**src/rtl/fetch_mem_arbiter.sv**
```systemverilog
// Arbitrates the instruction prefetch and LSU requesters onto a single tagged memory port.
// Tracks in-flight loads by tag and routes returned data back to whichever side issued the load.
module fetch_mem_arbiter #(
    parameter int STARVE_LIMIT = 4,
    parameter int NUM_TAGS     = 15,
    parameter int XLEN         = 32
) (
    input  logic            clock,
    input  logic            reset,

    input  logic            icache_req_valid,
    input  logic [XLEN-1:0] icache_req_addr,
    output logic            icache_req_ready,
    input  logic            flush,
    output logic            icache_fill_valid,
    output logic [XLEN-1:0] icache_fill_addr,
    output logic [63:0]     icache_fill_data,

    input  logic            dmem_req_valid,
    input  logic [1:0]      dmem_req_cmd,
    input  logic [XLEN-1:0] dmem_req_addr,
    input  logic [63:0]     dmem_req_data,
    output logic            dmem_req_ready,
    output logic            dmem_resp_valid,
    output logic [63:0]     dmem_resp_data,

    output logic [1:0]      proc2mem_command,
    output logic [XLEN-1:0] proc2mem_addr,
    output logic [63:0]     proc2mem_data,
    input  logic [3:0]      mem2proc_response,
    input  logic [63:0]     mem2proc_data,
    input  logic [3:0]      mem2proc_tag,

    output logic [3:0]      outstanding
);

    localparam logic [1:0] BUS_NONE = 2'd0;
    localparam logic [1:0] BUS_LOAD = 2'd1;
    localparam int         SW       = $clog2(STARVE_LIMIT + 1);

    logic [SW-1:0]   starve_q, starve_d;
    logic [15:0]     valid_q, valid_d;
    logic [15:0]     instr_q, instr_d;
    logic [15:0]     stale_q, stale_d;
    logic [XLEN-1:0] addr_q [16];
    logic [XLEN-1:0] addr_d [16];
    logic [3:0]      outstanding_q, outstanding_d;

    logic            grant_i, grant_d;
    logic            starve_at_limit;
    logic            accepted;
    logic            alloc;
    logic            ret_hit;

    // Tag 0 means "none"; tags above NUM_TAGS are never tracked.
    function automatic logic tag_ok(input logic [3:0] t);
        return (t != 4'd0) && (int'(t) <= NUM_TAGS);
    endfunction

    assign starve_at_limit = (starve_q == SW'(STARVE_LIMIT));
    assign accepted        = (mem2proc_response != 4'd0);

    // Grant: data wins ties unless the instruction side has been starved long enough.
    always_comb begin
        grant_i = 1'b0;
        grant_d = 1'b0;
        if (!reset) begin
            if (dmem_req_valid && !(icache_req_valid && !flush && starve_at_limit))
                grant_d = 1'b1;
            else if (icache_req_valid && !flush)
                grant_i = 1'b1;
        end
    end

    always_comb begin
        proc2mem_command = BUS_NONE;
        proc2mem_addr    = '0;
        proc2mem_data    = '0;
        if (grant_i) begin
            proc2mem_command = BUS_LOAD;
            proc2mem_addr    = icache_req_addr;
        end else if (grant_d) begin
            proc2mem_command = dmem_req_cmd;
            proc2mem_addr    = dmem_req_addr;
            proc2mem_data    = dmem_req_data;
        end
    end

    assign icache_req_ready = grant_i && accepted;
    assign dmem_req_ready   = grant_d && accepted;

    always_comb begin
        starve_d = '0;
        if (icache_req_valid && !grant_i)
            starve_d = starve_at_limit ? starve_q : starve_q + SW'(1);
    end

    // Return path: route data to the recorded owner; stale instruction fills are dropped.
    assign ret_hit = !reset && tag_ok(mem2proc_tag) && valid_q[mem2proc_tag];

    always_comb begin
        icache_fill_valid = 1'b0;
        icache_fill_addr  = '0;
        icache_fill_data  = '0;
        dmem_resp_valid   = 1'b0;
        dmem_resp_data    = '0;
        if (ret_hit) begin
            if (instr_q[mem2proc_tag]) begin
                if (!stale_q[mem2proc_tag]) begin
                    icache_fill_valid = 1'b1;
                    icache_fill_addr  = addr_q[mem2proc_tag];
                    icache_fill_data  = mem2proc_data;
                end
            end else begin
                dmem_resp_valid = 1'b1;
                dmem_resp_data  = mem2proc_data;
            end
        end
    end

    assign alloc = accepted && tag_ok(mem2proc_response) &&
                   (grant_i || (grant_d && dmem_req_cmd == BUS_LOAD));

    // Table update order: flush marks stale, return clears, allocation lands last.
    always_comb begin
        valid_d = valid_q;
        instr_d = instr_q;
        stale_d = stale_q;
        addr_d  = addr_q;
        if (flush)
            stale_d = stale_q | (valid_q & instr_q);
        if (ret_hit)
            valid_d[mem2proc_tag] = 1'b0;
        if (alloc) begin
            valid_d[mem2proc_response] = 1'b1;
            instr_d[mem2proc_response] = grant_i;
            stale_d[mem2proc_response] = 1'b0;
            addr_d[mem2proc_response]  = grant_i ? icache_req_addr : dmem_req_addr;
        end
        outstanding_d = '0;
        for (int i = 0; i < 16; i++)
            outstanding_d = outstanding_d + {3'b0, valid_d[i]};
    end

    always_ff @(posedge clock) begin
        instr_q <= instr_d;
        stale_q <= stale_d;
        addr_q  <= addr_d;
        if (reset) begin
            valid_q       <= '0;
            starve_q      <= '0;
            outstanding_q <= '0;
        end else begin
            valid_q       <= valid_d;
            starve_q      <= starve_d;
            outstanding_q <= outstanding_d;
        end
    end

    assign outstanding = outstanding_q;

endmodule

```
**config.mk**
```make
export PLATFORM = sky130hd
export DESIGN_NAME = fetch_mem_arbiter
export DESIGN_NICKNAME = d
export VERILOG_FILES = /design/src/rtl/fetch_mem_arbiter.sv
export SDC_FILE = /design/constraint.sdc
export NUM_CORES = 1
export LEC_CHECK = 0
export BUFFER_PORTS_ARGS = -buffer_cell sky130_fd_sc_hd__buf_2
export CAP_MARGIN = 40
export CORE_UTILIZATION = 49
export CTS_CLUSTER_DIAMETER = 100
export DETAILED_ROUTE_END_ITERATION = 10
export GPL_TIMING_DRIVEN = 0
export MAX_ROUTING_LAYER = met4
export PLACE_DENSITY = 0.75
export SLEW_MARGIN = 0
export SYNTH_ARGS = -nofsm -noshare
export SYNTH_HDL_FRONTEND = slang
export SYNTH_SLANG_ARGS = --single-unit
```
**constraint.sdc**
```tcl
create_clock -name clock -period 4.6 [get_ports clock]
set_input_delay 0.46 -clock clock [delete_from_list [all_inputs] [get_ports clock]]
set_output_delay 0.46 -clock clock [all_outputs]
set_load 0.02 [all_outputs]
```
==> qor.yml <==
run_status:
  status: "finished, violations left"
  violations: "negative setup slack"
power:
  peakVddDrop_mv: 0.309
  total_power_mw: 11.0
  pwr_density_cell_mw_per_mm2: 366
  p_leak_nw: 12.5
global_routing:
  grt-ovfl-total: 0
  grt_max_degree: 28
  antenna_found_initial: 10
  grt_pass1_wl_mm: 113
  groute.usage.overall_pct: 32.5
  grt_pass1_vias: 16400
yosys:
  ys_ff_latch: 567
  ys_async_sr_fraction_pct: 0
  avgSynthCellArea_sq_um: 16.0
  synth_edf_count: 528
  ys_types: 45
  yosys_warnings: 0
  synthFlopType: "edfxtp_1"
  ys_seq_area_share_pct: 68.5
  synth_area_sq_mm: 0.0243
  synthCells: 1518
drt:
  route.vias.total: 16700
  post-route-drc-count: 0
  routed_wl_mm: 80.1
  initialDrtViolationCount: 1772
  via_per_inst: 5.89
  ant_nets: 0
  wl_per_cell_um: 28.2
  dr.pass1.iters: 6
sta:
  rsz0062_at_grt: "yes"
  fin_hold_ws_ps: 213
  slew_viol_final: 0
  min_period_over_period_pct: 101
  layout_setup_ws_ps: -62.6
  setup_violations: 2
  slew_headroom_pct: 41.4
  finalHoldViolCount: 0
  tightest_slew_ps: 877
  finClkSkew_ps: 29.0
  fin_crit_ps: 4660
  fmax_mhz: 214
cts:
  cts_num_sinks: 567
  clockBufferDepth: 3
  cts_tree: "yes"
  cts.clk_slew.worst_paths_ps: 60
  clk_latency_ps: 580
  hold_buffers: 0
  clock-root-buffer: "clkbuf_16"
  cts-htree-levels: 2
  numCtsBuffers: 53
floorplanning:
  ios: 473
  die_x_um: 225
  die_y_um: 225
  dieArea_sq_mm: 0.0505
  core_area_sq_mm: 0.0490
  start_util_pct: 49.6
  rows: 81
layout:
  ff_latch_area_sq_mm: 0.0166
  multiInputGateArea_sq_mm: 0.00729
  drive_gt1_share_pct: 38.3
  fill_cells: 3617
  nNetsFinal: 2344
  areaGrowthSynthToFinish_pct: 23.8
worst_setup_path:
  worst-path-max-fanout: 4
  worstPathArrival_ps: 5120
  cp-start-kind: "flop"
  crit_top_cell: "inv_2"
  critPathSlowestCell: "fa_1"
  worstSetupEndpointType: "flop"
  required_ps: 5050
  cp_cell_sequence: "inv_2 -> ha_4 -> nand2_2 -> a211o_1 -> clkbuf_16 -> a21oi_4 -> buf_6 -> a21oi_4 -> fa_1 -> inv_2 -> fa_1 -> inv_1 -> fa_2 -> inv_2 -> fa_2 -> ha_4 -> inv_2 -> fa_2 -> nor2_1"
  cpPeakStageDelay_ps: 570
  crit_type: "flop to flop"
placed_design:
  routabilityCongestion: 1.02
  port_buffers: 471
  dpl.hpwl_mm: 56.9
worst_hold_path:
  hp-class: "input port to flop"
job:
  maxCapViolCount: 0
-- worst max-delay path: cells and delay by family, from the launching register on --
family	cells	cell delay, ps
AOI/OAI and AO/OA	3	550
and+or+nand+nor	2	90
adders and majority gates	7	2990
buffers and inverters	7	560
DFF	1	330
-- area by class of cell --
type / count / area share, %
flip-flops and latches: 567 / 55.3
multi-input cells: 844 / 24.3
repair buffers: 516 / 9.86
clock buffers: 64 / 4.68
well taps: 664 / 2.76
plain buffers: 113 / 2.01
clock inverters: 34 / 0.716
inverters: 25 / 0.312
diodes: 9 / 0.0749
-- cell usage in the layout (no fill, tap or decap), types with 7 or more instances in the layout --
cell type  count
buf_12         8
buf_4         38
edfxtp_1     528
dfxtp_1       37
clkinv_1      22
and2_1         7
inv_2         14
clkbuf_1      63
nand2_1      207
a21oi_1       14
buf_2        499
diode_2        9
clkbuf_16     54
conb_1        33
nor2_1        18
a31oi_1       17
buf_6         15
a22oi_1       66
nand3_1        8
buf_16         7
o21ai_0       18
and3_1       226
nor2b_1       10
fa_1           7
mux4_2       138
inv_1         10
-- power breakdown --
group,switching (mW),internal (mW),total [mW]
Clock,1.87,2.29,4.16
Sequential,0.0231,5.72,5.75
Combinational,0.707,0.399,1.11
-- cell usage after synthesis, types with 4 or more instances --
| cell type | n | area [sq um] |
|---|---|---|
| edfxtp_1 | 528 | 15900 |
| and3_1 | 227 | 1420 |
| nand2_1 | 214 | 803 |
| mux4_2 | 138 | 3110 |
| a22oi_1 | 66 | 495 |
| clkbuf_1 | 58 | 218 |
| dfxtp_1 | 39 | 781 |
| buf_2 | 31 | 155 |
| inv_1 | 24 | 90.1 |
| nor2_1 | 22 | 82.6 |
| o21ai_0 | 20 | 100 |
| a21oi_1 | 18 | 90.1 |
| a31oi_1 | 18 | 113 |
| buf_4 | 14 | 105 |
| fa_1 | 10 | 200 |
| nand3_1 | 10 | 50.1 |
| nor2b_1 | 10 | 62.6 |
| and2_1 | 8 | 50.1 |
| buf_6 | 7 | 78.8 |
| ha_1 | 7 | 87.6 |
| nand2b_1 | 6 | 37.5 |
| nor3_1 | 5 | 25.0 |
| o21a_1 | 5 | 37.5 |
| buf_1 | 4 | 15.0 |
| mux2i_1 | 4 | 40.0 |
-- what timing repair did --
item | 4_1_cts | 5_1_grt
pin swaps | 15 | 20
setup buffers | 15 | 6
setup endpoints to repair | 4 | 3
resized for setup | 24 | 22
-- sequential cells by signal, indices dropped and copies added (netlist names) --
name,count
instr_q,16
stale_q,16
addr_q,512
outstanding,4
starve_q,3
valid_q,16
-- worst paths after layout --
path / startpoint / endpoint / slack, ps / depth (start not counted)
max: starve_q[0] / outstanding[1] / -60 / 19
max reg2reg: starve_q[0] / outstanding[1] / -60 / 19
min reg2reg: stale_q[0] / stale_q[0] / 460 / 1
min: icache_req_valid / starve_q[0] / 210 / 3
-- metal layers --
layer,share of wire [%],track usage [%],up-vias
met5,0,-,-
met4,3.2,9.92,0
met3,9.0,5.23,124
met2,49,52.4,1015
met1,39,42.8,8425
li1,-,-,7127
-- per-stage QoR --
step	setup TNS [ps]	cell area (sq um)	instances	worst slack (ps)	util, %
4_1_cts	0	29900	2821	11.2	61.1
2_1_floorplan	0	24400	1550	11.8	-
3_5_place_dp	-2820	28100	2709	-857	57.4
3_3_place_gp	-181760	27600	2685	-2710	56.4
5_1_grt	-512	30100	2831	-206	61.4
6_report	-99.6	30100	2836	-62.6	61.4
-- cell families after synthesis --
family          after synthesis  synth area share [%]
mux                         143                  13.0
simple gates                513                  10.8
buf+inv                     139                  2.74
xor+xnor                      3                 0.108
flops                       567                  68.5
other cells                   1                0.0154
fa+ha+maj                    17                  1.18
compound gates              135                  3.71
No activity file was read; power rests on OpenSTA's default activity.
